`src/rtl/btn_led_ctrl.sv`:
```
// Multi-channel push-button front end: synchronise, debounce and edge-detect each
// button, then drive one LED per channel in toggle, momentary, blink or one-shot mode.
module btn_led_ctrl #(
  parameter int NUM_CH          = 3,
  parameter int DEBOUNCE_CYCLES = 240000,
  parameter int BLINK_CYCLES    = 3000000,
  parameter int PULSE_CYCLES    = 1200000
) (
  input  logic                  clk_i,
  input  logic                  rst_ni,
  input  logic [NUM_CH-1:0]     btn_i,
  input  logic [2*NUM_CH-1:0]   mode_i,
  output logic [NUM_CH-1:0]     led_o,
  output logic [NUM_CH-1:0]     press_o
);

  localparam int CW = $clog2(DEBOUNCE_CYCLES + 1);
  localparam int PW = $clog2(PULSE_CYCLES + 1);
  localparam int BW = $clog2(BLINK_CYCLES + 1);

  localparam logic [CW-1:0] CNT_LAST = CW'(DEBOUNCE_CYCLES - 1);
  localparam logic [PW-1:0] PUL_LOAD = PW'(PULSE_CYCLES);
  localparam logic [BW-1:0] BLK_LAST = BW'(BLINK_CYCLES - 1);

  typedef enum logic [1:0] {
    MODE_TOGGLE    = 2'b00,
    MODE_MOMENTARY = 2'b01,
    MODE_BLINK     = 2'b10,
    MODE_ONESHOT   = 2'b11
  } mode_e;

  // Shared free-running blink phase; every blinking channel stays in step with it.
  logic [BW-1:0] blk_q;
  logic          ph_q;
  logic          blk_wrap;
  logic          ph_d;

  assign blk_wrap = (blk_q == BLK_LAST);
  assign ph_d     = ph_q ^ blk_wrap;

  always_ff @(posedge clk_i or negedge rst_ni) begin
    if (!rst_ni) begin
      blk_q <= '0;
      ph_q  <= 1'b0;
    end else begin
      blk_q <= blk_wrap ? '0 : blk_q + BW'(1);
      ph_q  <= ph_d;
    end
  end

  for (genvar c = 0; c < NUM_CH; c++) begin : g_ch
    logic          sync1_q;
    logic          sync2_q;
    logic          db_q;
    logic          db_prev_q;
    logic          tog_q;
    logic          led_q;
    logic [CW-1:0] cnt_q;
    logic [PW-1:0] pul_q;
    logic [PW-1:0] pul_d;
    logic          press;
    logic          tog_d;
    logic          led_d;
    mode_e         mode;

    assign mode  = mode_e'(mode_i[2*c +: 2]);
    assign press = db_q & ~db_prev_q;
    assign tog_d = tog_q ^ press;

    // A press reloads the pulse timer even if it is still running (retrigger).
    always_comb begin
      pul_d = pul_q;
      if (press) begin
        pul_d = PUL_LOAD;
      end else if (pul_q != '0) begin
        pul_d = pul_q - PW'(1);
      end
    end

    always_comb begin
      led_d = 1'b0;
      case (mode)
        MODE_TOGGLE:    led_d = tog_d;
        MODE_MOMENTARY: led_d = db_q;
        MODE_BLINK:     led_d = tog_d & ph_d;
        MODE_ONESHOT:   led_d = (pul_d != '0);
        default:        led_d = 1'b0;
      endcase
    end

    always_ff @(posedge clk_i or negedge rst_ni) begin
      if (!rst_ni) begin
        sync1_q   <= 1'b0;
        sync2_q   <= 1'b0;
        db_q      <= 1'b0;
        db_prev_q <= 1'b0;
        cnt_q     <= '0;
        tog_q     <= 1'b0;
        pul_q     <= '0;
        led_q     <= 1'b0;
      end else begin
        sync1_q   <= btn_i[c];
        sync2_q   <= sync1_q;
        db_prev_q <= db_q;
        // Any return to the accepted level throws away the partial count.
        if (sync2_q == db_q) begin
          cnt_q <= '0;
        end else if (cnt_q == CNT_LAST) begin
          db_q  <= sync2_q;
          cnt_q <= '0;
        end else begin
          cnt_q <= cnt_q + CW'(1);
        end
        tog_q <= tog_d;
        pul_q <= pul_d;
        led_q <= led_d;
      end
    end

    assign led_o[c]   = led_q;
    assign press_o[c] = press;
  end

endmodule

```
`config.mk`:
```
export PLATFORM = sky130hd
export DESIGN_NAME = btn_led_ctrl
export DESIGN_NICKNAME = d
export VERILOG_FILES = /design/src/rtl/btn_led_ctrl.sv
export SDC_FILE = /design/constraint.sdc
export NUM_CORES = 1
export LEC_CHECK = 0
export BUFFER_PORTS_ARGS = -buffer_cell sky130_fd_sc_hd__buf_2
export CAP_MARGIN = 20
export CELL_PAD_IN_SITES_DETAIL_PLACEMENT = 0
export CELL_PAD_IN_SITES_GLOBAL_PLACEMENT = 1
export CORE_MARGIN = 2
export CORE_UTILIZATION = 45
export CTS_CLUSTER_DIAMETER = 40
export DETAILED_ROUTE_END_ITERATION = 10
export HOLD_SLACK_MARGIN = 0.08
export MAX_ROUTING_LAYER = met4
export PLACE_DENSITY_LB_ADDON = 0.1
export SLEW_MARGIN = 20
export SYNTH_ARGS = -nofsm -noshare
export SYNTH_HDL_FRONTEND = slang
export SYNTH_SLANG_ARGS = --single-unit
```
`constraint.sdc`:
```
create_clock -name clk_i -period 2.93 [get_ports clk_i]
set_input_delay 0.1465 -clock clk_i [delete_from_list [all_inputs] [get_ports clk_i]]
set_output_delay 0.1465 -clock clk_i [all_outputs]
set_load 0.1 [all_outputs]
```
-- Word level (Yosys, flattened, before mapping)
Cells that the tools add are included.
- register bits after elaboration: 158
- bits of input ports: 11
- output and inout port bits: 6
- word-level logic and storage cells: 93
- add/subtract/negate cells: 7
- equal/unequal tests: 16
- multiplexer cells: 16
- bitwise operators: 16
- reductions and logical operators: 12
- operators by type and width (kind ; number):
    $mux W21 ; 6
    $reduce_bool A21 Y1 ; 6
    $mux W18 ; 6
    $sub A21 B1 Y21 const B ; 3
    $add A18 B1 Y18 const B ; 3
    $eq A18 B18 Y1 const B ; 3
    $add A22 B1 Y22 const B ; 1
    $eq A22 B22 Y1 const B ; 1
    $mux W22 ; 1
    $eq A2 B2 Y1 const B ; 6
    $pmux W1 S4 ; 3
    $and A1 B1 Y1 ; 6
    $eq A2 B1 Y1 const B ; 3
    $logic_not A2 Y1 ; 3
    $not A1 Y1 ; 6
    $reduce_and A2 Y1 ; 3
    $xor A1 B1 Y1 ; 4
    $eq A1 B1 Y1 ; 3

-- Logic depth before layout (Yosys ltp)
Gate-level depths: netlist of run 1.
- depth in word-level cells: 5
- depth in mapped cells: 11
- gate-level depth less buffers: 9

-- Worst setup path before layout of run 1
No wires, ideal clock.
- path type: register -> register
- start: register g_ch[2].pul_q[0]
- end: register g_ch[2].led_q
- setup time: 0.124 ns
- arrival: 2.535 ns
- data required time: 2.806 ns
- setup slack: 0.271 ns
- cell stages (with the launch flop): 11
- buffers on the path: 1
- period minus slack after synthesis: 2.659 ns
- cell sequence: dfrtp_1 > clkbuf_1 > inv_1 > ha_1 > nor4b_2 > nand2_1 > o211ai_1 > or4_1 > nand3_1 > or3_1 > o31a_1
- longest elaborated chain between the ends: 5
- elaborated cells on any way between the ends: 6
- those cells by class: add/sub (1); mux (3); reduce/logical (2)
- RTL lines (item ; line ; source):
    from (decl) ; 59 ; logic [PW-1:0] pul_q;
    from (signal assigned) ; 115 ; pul_q <= pul_d;
    $sub A21 B1 Y21 or $reduce_bool A21 Y1 (tied branches) ; 76, 75 ;
    $mux W21 * ; 75 ; end else if (pul_q != '0) begin
    $mux W21 * ; 73 ; if (press) begin
    named net g_ch[2].pul_d[17] ; 60 ; logic [PW-1:0] pul_d;
    $reduce_bool A21 Y1 * ; 86 ; MODE_ONESHOT: led_d = (pul_d != '0);
    $pmux W1 S4 * ; 82 ; case (mode)
    named net g_ch[2].led_d ; 63 ; logic led_d;
    to (signal assigned) ; 116 ; led_q <= led_d;
    to (decl) ; 57 ; logic led_q;
The timed path passes the listed nets; every way through them passes the cells marked *.
A chain may end at the register's enable or synchronous reset.

-- Worst setup path in the final report of run 1
- start: register g_ch[0].pul_q[12]
- end: register g_ch[0].led_q
- longest elaborated chain between the ends: 5
- elaborated cells on any way between the ends: 6
- those cells by class: add/sub (1); mux (3); reduce/logical (2)
- RTL lines (item ; line):
    from (decl) ; 59
    from (signal assigned) ; 115
    $sub A21 B1 Y21 or $reduce_bool A21 Y1 (tied branches) ; 76, 75
    $mux W21 * ; 75
    $mux W21 * ; 73
    $reduce_bool A21 Y1 * ; 86
    $pmux W1 S4 * ; 82
    named net g_ch[0].led_d ; 63
    to (signal assigned) ; 116
    to (decl) ; 57
Marks and branches as above.

==> qor.yml, run 1 <==
routed_wl_um: 16500
start_kind: "flip-flop"
cellLeakagePower_nw: 4.42
critPathMaxFanout: 6
syn_inst: 837
wl_met3_um: 544
ant_nets: 0
die_w_um: 138
initial_utilization_pct: 46.2
final_util_pct: 52.5
antenna_cells: 0
place_hpwl_um: 11600
synthArstFlopShare_pct: 100
drc: 0
finalSetupTns_ps: 0
max_freq_mhz: 361
rsz0062_at_grt: "false"
place_area_mm2: 0.00845
wire_per_inst_um: 14.9
crit_chain: "or4_1 -> or4_1 -> nand3_2 -> xor2_1 -> nand4b_1 -> nor4b_2 -> a21oi_1"
core_mm2: 0.0174
cp.arrival_ps: 3070
swShare_pct: 21.1
finalSetupViolCount: 0
die_y_um: 138
io_pins: 17
slew_headroom_pct: 45.9
p_comb_share_pct: 2.8
drt_iter0_drc: 332
clock_path_buffers: 2
cpMostUsedCell: "or4_1"
r2r-start: "g_ch[0].pul_q[12]"
ir_drop_v: 0.000510
ys_warn_count: 0
wl_met2_um: 7760
final_max_slew_viol_count: 0
fin_crit_ps: 2770
synth_seq_cells: 158
tightest_slew_ps: 812
cts_buffers: 17
pwr-share-clk_pct: 48.6
vias: 6074
yosys.cell_types.count: 59
dr.pass1.iters: 4
cp_data_required_time_ps: 3230
syn_avg_cell_area_um2: 9.59
grtUsageTotal_pct: 19.5
dieArea_mm2: 0.0189
end_kind: "flip-flop"
layout-drive-gt1-share_pct: 10.8
status: "finished, final reports clean"
cts_tree: "done"
grt.overflow.total: 0
maxCapViolations: 0
cellPowerDensity_mw_per_mm2: 499
stdcell_area_mm2: 0.00912
clock-root-buffer: "clkbuf_16"
htreeDepth: 4
grt_max_degree: 87
place_ws_ps: 216
place.gp.congestion: 0.922
critPathSlowestCell: "or4_1"
pwr-share-seq_pct: 48.6
hold_class: "in -> reg"
route.layer.met1.wl_um: 7970
grt_pass1_vias: 6026
antenna_found_initial: 0
ff2ff_setup_slack_ps: 160
p_switching_uw: 962
synth_area_mm2: 0.00802
r2r_cells: 7
path_class: "reg -> reg"
synth_edf_count: 0
dr.max_layer_used: "met4"
synth_nets: 856
syn_to_final_growth_pct: 13.6
grt_pass1_wl_um: 28700
crit_cells: 7
routed_via_density: 5.48
ys_seq_area_share_pct: 49.3
path_clk_slew_ps: 60
num-nets-final: 890
crit_path_start: "g_ch[0].pul_q[12]"
finalHoldViolations: 0
cp_top_family: "simple AND/OR/NAND/NOR gates"
io_buffers: 16
critical_path.max_stage_delay_ps: 690
setup_ws_ps: 161
endpoint: "g_ch[0].led_q"
ys.flop_type: "dfrtp_1"
cts_sinks: 158
rr_endpoint: "g_ch[0].led_q"
rows: 48
crit_buf_inv: 0
period_share_pct: 94.5
p_int_mw: 3.59
clk_latency_ps: 410
finClkSkew_ps: 4.90
[power by group through the flow]
stage | Combinational [mW] | Sequential [mW] | Clock (mW)
floorplan | 0.0566 | 2.25 | 0
global placement | 0.124 | 2.25 | 0
detailed placement | 0.125 | 2.25 | 0
CTS | 0.131 | 2.21 | 2.28
global route | 0.145 | 2.21 | 2.38
finish | 0.125 | 2.21 | 2.21
[per-layer routing]
| metal | track usage (%) | vias to the layer above |
|---|---|---|
| met5 | - | - |
| met4 | 6.30 | 0 |
| met3 | 4.19 | 31 |
| met2 | 30.2 | 99 |
| met1 | 25.6 | 2944 |
| li1 | - | 3000 |
[flip-flops by register name, summed over array words and instances (netlist names)]
name / cells
blk_q: 22
g_ch.db_q: 3
ph_q: 1
g_ch.sync2_q: 3
g_ch.led_q: 3
g_ch.cnt_q: 54
g_ch.pul_q: 63
g_ch.db_prev_q: 3
g_ch.tog_q: 3
g_ch.sync1_q: 3
[worst register-to-register path: stages, from the launching register on]
cell      delay (ps)
dfrtp_1          430
or4_1            660
or4_1            690
nand3_2          160
xor2_1           210
nand4b_1         150
nor4b_2          260
a21oi_1          100
[synth_stat cells, drive strengths merged, types with 8 or more instances]
| master | instances | area share (%) |
|---|---|---|
| clkbuf | 24 | 1.1 |
| a21oi | 25 | 1.6 |
| nor3 | 20 | 1.2 |
| or3 | 13 | 1.0 |
| and2 | 11 | 0.86 |
| ha | 8 | 1.2 |
| nand4 | 18 | 1.5 |
| xor2 | 53 | 5.8 |
| or4 | 16 | 1.5 |
| o21ai | 13 | 0.81 |
| o31ai | 9 | 0.84 |
| nor4 | 21 | 1.8 |
| and3 | 20 | 1.6 |
| nand3 | 51 | 3.3 |
| nand2b | 12 | 0.94 |
| inv | 21 | 0.98 |
| xnor2 | 46 | 5.0 |
| dfrtp | 158 | 49 |
| buf | 8 | 0.69 |
| nor2 | 144 | 6.7 |
| nand2 | 60 | 2.8 |
| or4b | 8 | 1.0 |
[cell families (layout without fill, tap and decap cells)]
kind of cell	Yosys count	after routing	share of synthesized area, %
simple gates	425	425	27.6
flops	158	158	49.3
xor+xnor	99	99	10.8
compound gates	87	87	7.41
buf+inv	54	100	2.84
fa+ha+maj	8	8	1.25
mux	6	6	0.795
[layout by cell type (no fill, tap or decap), drive strengths merged, types with 9 or more instances in the layout]
cell and count:
buf 42, nand4 18, o31ai 9, clkbuf 20, nor4 21, xor2 53, and3 20, dfrtp 158
or4 16, and2 11, inv 21, or3 13, nor3 20, nand2b 12, a21oi 25, nor2 144
o21ai 13, nand2 60, nand3 51, xnor2 46
[final cells by class]
cell class	count	area (µm²)
Sequential cell	158	3950
Clock inverter	11	143
Tap cell	225	282
Inverter	22	82.6
Fill cell	1570	8240
Timing Repair Buffer	47	344
Multi-Input combinational cell	625	3870
Clock buffer	20	447
[through the flow]
step                      total power [mW]  cells  hold WS [ps]
after detailed placement              2.38   1072           256
after CTS                             4.62   1108          82.6
after global placement                2.37   1072           256
after global routing                  4.74   1108           101
after floorplan                       2.30    837          -149
final                                 4.55   1108           101
[how the worst min path moves through the flow]
| stage | startpoint | endpoint | slack, ps | cells after the start |
|---|---|---|---|---|
| floorplan | rst_ni | blk_q[0] | -150 | 0 |
| global placement | rst_ni | g_ch[0].pul_q[11] | 260 | 1 |
| detailed placement | btn_i[2] | g_ch[2].sync1_q | 260 | 1 |
| CTS | mode_i[2] | g_ch[1].led_q | 80 | 4 |
| global route | mode_i[2] | g_ch[1].led_q | 100 | 4 |
| finish | mode_i[2] | g_ch[1].led_q | 100 | 4 |
[repair_timing]
item,4_1_cts,5_1_grt
endpoints found under the setup margin,0,2
endpoints found under the hold margin,87,0
buffers inserted,0,0
hold buffers,5,0
resized for setup,0,3
Power figures use the tool's default switching activity.
==> run 2, diff against run 1 <==
- CELL_PAD_IN_SITES_DETAIL_PLACEMENT: 0 -> 2
- CELL_PAD_IN_SITES_GLOBAL_PLACEMENT: 1 -> 2
- CORE_UTILIZATION: 45 -> 41
==> run 2 against run 1 <==
Against the previous run: sequential cell count stayed put; worst setup slack lost 33 ps; critical path depth unchanged; clock skew is 4.9 ps higher; sequential share of layout area down 0.73 points; cell area increased by 1.7%; via count is 5.7% higher; first-iteration DRC count shrank 41%; clock power is 7% higher; fmax shrank 1.2%; sequential power is essentially flat; worst hold slack got worse by 1.9 ps; critical endpoint is now g_ch[1].led_q; largest power group is now clock.
==> qor.yml, run 2 (synthesized netlist as in run 1, its figures left out) <==
status: "finished, final reports clean"
clock-root-buffer: "clkbuf_16"
syn_to_final_growth_pct: 15.6
ant_nets: 0  # unchanged
wire_per_inst_um: 19.4  # +30%
dieArea_mm2: 0.0207  # +9.5%
place.gp.congestion: 0.828  # -10%
grt.overflow.total: 0  # unchanged
largest_register_ffs: 63  # unchanged
cellLeakagePower_nw: 4.47  # +1.0%
regMostFlops: "g_ch.pul_q"
hold_class: "in -> reg"
start_kind: "flip-flop"
cts_buffers: 17  # unchanged
end_kind: "flip-flop"
grt_pass1_wl_um: 38000  # +32%
path_clk_slew_ps: 60  # about the same
htreeDepth: 4  # unchanged
cellPowerDensity_mw_per_mm2: 508  # +1.8%
r2r-start: "g_ch[1].pul_q[0]"
io_pins: 17  # unchanged
grt_max_degree: 60  # -31%
fin_crit_ps: 2800  # +33.1 ps
cp.arrival_ps: 3100  # +30 ps
crit_path_start: "g_ch[1].pul_q[0]"
initial_utilization_pct: 41.5  # -4.7 points
drt_iter0_drc: 195  # -41%
io_buffers: 16  # unchanged
num-nets-final: 899  # +1.0%
routed_via_density: 5.55  # +1.2%
final_max_slew_viol_count: 0  # unchanged
final_common_cell: "dfrtp_1"
setup_ws_ps: 128  # -33.1 ps
maxCapViolations: 0  # unchanged
place_area_mm2: 0.00855  # +1.2%
antenna_cells: 0  # unchanged
grt_pass1_vias: 7348  # +22%
period_share_pct: 95.6  # +1.1 points
max_freq_mhz: 357  # -1.2%
grtUsageTotal_pct: 23.9  # +4.4 points
core_mm2: 0.0193  # +11%
reg.largest.list: "g_ch.pul_q (63), g_ch.cnt_q (54), blk_q (22)"
hold_start: "mode_i[2]"
place_hpwl_um: 15600  # +35%
antenna_found_initial: 0  # unchanged
final_util_pct: 48.0  # -4.6 points
path_class: "reg -> reg"
place_ws_ps: 52.0  # -164 ps
cts_tree: "done"
power_mw: 4.71  # +3.5%
cts_sinks: 158  # unchanged
routed_wl_um: 22400  # +36%
finalSetupViolCount: 0  # unchanged
layout_common_cells: "dfrtp_1, nor2_1, nand2_1, xor2_1, nand3_1"
critPathMaxFanout: 5  # -1
finalSetupTns_ps: 0  # unchanged
dr.pass1.iters: 4  # unchanged
tightest_slew_ps: 706  # -106 ps
nFillCells: 2043  # +30%
rows: 51  # +6.3%
die_y_um: 144  # +4.6%
clk_latency_ps: 430  # +20 ps
die_w_um: 144  # +4.6%
drc: 0  # unchanged
finClkSkew_ps: 9.75  # +4.86 ps
cp_data_required_time_ps: 3230  # about the same
slew_headroom_pct: 52.5  # +6.6 points
stdcell_area_mm2: 0.00927  # +1.7%
vias: 6423  # +5.7%
clock_path_buffers: 2  # unchanged
ir_drop_v: 0.000380  # -26%
finalHoldViolations: 0  # unchanged
layout-drive-gt1-share_pct: 12.7  # +1.9 points
==> run 2: cell count changes in the layout (fill, tap and decap cells not counted), sizes merged <==
| cell | previous run | this run |
|---|---|---|
| buf | 42 | 52 |
| inv | 21 | 26 |
| clkinv | 7 | 4 |
| clkbuf | 20 | 18 |
| clkinvlp | 2 | 3 |
| dlygate4sd3 | 5 | 4 |
==> run 2: final cells by class <==
class / count / area (µm²) / area share (%)
multi-input cells: 625 / 3890 / 41.9
inverters: 22 / 82.6 / 0.890
flip-flops and latches: 158 / 3950 / 42.6
clock buffers: 18 / 439 / 4.74
clock inverters: 14 / 181 / 1.96
repair buffers: 56 / 397 / 4.28
well taps: 265 / 332 / 3.58
==> run 2: critical path, cell delays in order, from the launching register on <==
cell and delay [ps]:
dfrtp_1 430, or4_1 570, or4b_1 540, o21ba_2 320
nand2_1 110, o31a_1 320, nor3_1 270, a31oi_1 120
==> run 2: layer usage <==
layer  up-vias  GRT usage [%]  share of wire [%]
met1      3329           29.0                 45
li1       3006              -                  -
met3        31           3.43                1.6
met4         0           6.97                1.8
met2        57           41.7                 52
met5         -              -                  0
==> run 2: repair_timing <==
| item | CTS | global route |
|---|---|---|
| resized for setup | 0 | 11 |
| hold buffers | 4 | 0 |
| buffers inserted | 0 | 2 |
| endpoints found under the setup margin | 0 | 3 |
| hold endpoints to repair | 58 | 0 |
==> run 2: per-stage QoR <==
| stage | cells | hold WS [ps] |
|---|---|---|
| finish | 1158 | 99.4 |
| global route | 1158 | 127 |
| CTS | 1156 | 105 |
| global placement | 1120 | 151 |
| floorplan | 837 | -149 |
| detailed placement | 1120 | 158 |
==> run 2: path summary, 6_finish.rpt <==
kind	to	slack [ps]	cells after the start
min in group asynchronous	g_ch[0].pul_q[6]	260	2
min reg2reg	g_ch[2].sync2_q	360	0
max reg2reg	g_ch[1].led_q	130	7
min	g_ch[1].led_q	100	4
max	g_ch[1].led_q	130	7
max in group asynchronous	g_ch[1].tog_q	1790	3
==> run 2: power by group <==
part | switching (mW) | internal [mW] | total (mW)
Sequential | 0.0144 | 2.20 | 2.21
Clock | 0.984 | 1.38 | 2.37
Combinational | 0.0974 | 0.0339 | 0.131
==> run 3, diff against run 2 <==
- SETUP_SLACK_MARGIN: unset -> 0.5
==> run 3 against run 2 <==
Against the previous run: die area is the same; critical path depth grew 2; non-clock buffer count grew 23; clock power shrank 6%; cell area grew 5.5%; sequential share of layout area shrank 2.1 points; clock-buffer cell count grew 1; wire length grew 8.7%; register-to-register slack gained 90 ps; critical endpoint is now g_ch[2].led_q; largest power group unchanged.
==> qor.yml, run 3 (synthesized netlist as in run 1, its figures left out) <==
hold_class: "in -> reg"
routed_via_density: 5.58  # +0.65%
die_y_um: 144  # unchanged
status: "finished, final reports clean"
p_int_mw: 3.46  # -4.1%
io_pins: 17  # unchanged
finalSetupViolCount: 0  # unchanged
maxCapViolations: 0  # unchanged
cts_tree: "done"
finClkSkew_ps: 11.6  # +1.85 ps
cts_sinks: 158  # unchanged
dieArea_mm2: 0.0207  # unchanged
core_mm2: 0.0193  # unchanged
grt_pass1_wl_um: 39100  # +3.1%
antenna_cells: 0  # unchanged
layout-drive-gt1-share_pct: 21.1  # +8.4 points
initial_utilization_pct: 41.5  # unchanged
rows: 51  # unchanged
grt_max_degree: 64  # +6.7%
cellLeakagePower_nw: 4.67  # +4.6%
swShare_pct: 24.2  # +0.92 points
io_buffers: 16  # unchanged
pwr-share-clk_pct: 48.8  # -1.4 points
cellPowerDensity_mw_per_mm2: 467  # -8.0%
fin_crit_ps: 2710  # -93.8 ps
clock-root-buffer: "clkbuf_16"
layout_common_cells: "dfrtp_1, nor2_1, nand2_1, xor2_1, buf_4"
finalHoldViolations: 0  # unchanged
slew_headroom_pct: 54.5  # +2.1 points
place_hpwl_um: 15200  # -2.8%
syn_to_final_growth_pct: 21.9
clock_path_buffers: 2  # unchanged
drt_iter0_drc: 231  # +18%
p_switching_mw: 1.11  # +0.90%
pwr-share-seq_pct: 48.4  # +1.4 points
stdcell_count: 1181  # +2.0%
dp_cells: 1107  # -1.2%
dr.pass1.iters: 4  # unchanged
routed_wl_um: 24400  # +8.7%
grt.overflow.total: 0  # unchanged
vias: 6593  # +2.6%
final_common_cell: "dfrtp_1"
place.gp.congestion: 0.866  # +4.6%
largest_register_ffs: 63  # unchanged
start_kind: "flip-flop"
reg.largest.list: "g_ch.pul_q (63), g_ch.cnt_q (54), blk_q (22)"
final_util_pct: 50.6  # +2.6 points
num-nets-final: 922  # +2.6%
nFillCells: 2028  # -0.73%
ant_nets: 0  # unchanged
final_max_slew_viol_count: 0  # unchanged
htreeDepth: 4  # unchanged
critPathMaxFanout: 5  # unchanged
wire_per_inst_um: 20.7  # +6.6%
p_comb_share_pct: 2.8  # about the same
antenna_found_initial: 0  # unchanged
cts_buffers: 17  # unchanged
path_class: "reg -> reg"
clk_latency_ps: 430  # about the same
cp_data_required_time_ps: 3240  # about the same
max_freq_mhz: 369  # +3.5%
drc: 0  # unchanged
grtUsageTotal_pct: 24.9  # +0.92 points
grt_pass1_vias: 7358  # +0.14%
end_kind: "flip-flop"
period_share_pct: 92.4  # -3.2 points
die_w_um: 144  # unchanged
tightest_slew_ps: 682  # -24.4 ps
finalSetupTns_ps: 0  # unchanged
cp.arrival_ps: 3020  # -80 ps
ff2ff_setup_slack_ps: 220  # +90 ps
regMostFlops: "g_ch.pul_q"
ir_drop_v: 0.000404  # +6.5%
rsz0062_at_grt: "true"
path_clk_slew_ps: 70  # about the same
[run 3: metal layers]
metal | GRT usage [%] | wire, µm
met1 | 31.0 | 10800
met2 | 42.2 | 12800
met3 | 4.20 | 475
met4 | 6.35 | 297
met5 | - | 0
[run 3: power groups by stage]
| stage | clock [mW] | combinational (mW) | sequential, mW |
|---|---|---|---|
| finish | 2.23 | 0.129 | 2.21 |
| global placement | 0 | 0.121 | 2.25 |
| CTS | 2.28 | 0.133 | 2.21 |
| floorplan | 0 | 0.0565 | 2.25 |
| detailed placement | 0 | 0.126 | 2.25 |
| global route | 2.38 | 0.146 | 2.21 |
[run 3: path summary, 6_finish.rpt]
path                                  startpoint           endpoint  cells after the start
worst max-delay path            g_ch[2].pul_q[0]      g_ch[2].led_q                      9
worst min-delay path                   mode_i[2]      g_ch[1].led_q                      4
worst max register to register  g_ch[2].pul_q[0]      g_ch[2].led_q                      9
worst min register to register   g_ch[2].sync1_q    g_ch[2].sync2_q                      0
max in group asynchronous                 rst_ni   g_ch[2].pul_q[1]                      3
min in group asynchronous                 rst_ni  g_ch[0].pul_q[10]                      2
[run 3: critical path, stage by stage (launching register included)]
cell,delay (ps)
dfrtp_2,430
inv_4,70
ha_4,140
nor4b_4,380
nand2_1,240
o31ai_2,320
nand4_1,200
a2111oi_2,370
nand4_1,140
o31a_1,300
[run 3: stage by stage]
stage          setup WS, ps  instance area, µm²  power (mW)  hold WS, ps
2_1_floorplan           469                8150        2.30         -149
3_3_place_gp            142                8560        2.37          161
3_5_place_dp           20.5                8560        2.38          178
4_1_cts                 297                9570        4.63          103
5_1_grt                64.3                9780        4.74          120
6_report                221                9780        4.57          105
[run 3: what timing repair did]
item	in CTS	in global routing
pin swaps	17	20
resized for setup	55	19
endpoints found under the hold margin	64	0
setup endpoints to repair	6	6
setup buffers	23	15
hold buffers	4	0
gates cloned	0	0
[run 3: layout make-up]
cell class / count / area [µm²] / share of cell area, %
Inverter: 22 / 87.6 / 0.895
Timing Repair Buffer: 79 / 601 / 6.14
Tap cell: 265 / 332 / 3.39
Clock buffer: 19 / 453 / 4.63
Sequential cell: 158 / 3970 / 40.6
Multi-Input combinational cell: 625 / 4210 / 43.0
Clock inverter: 13 / 130 / 1.33
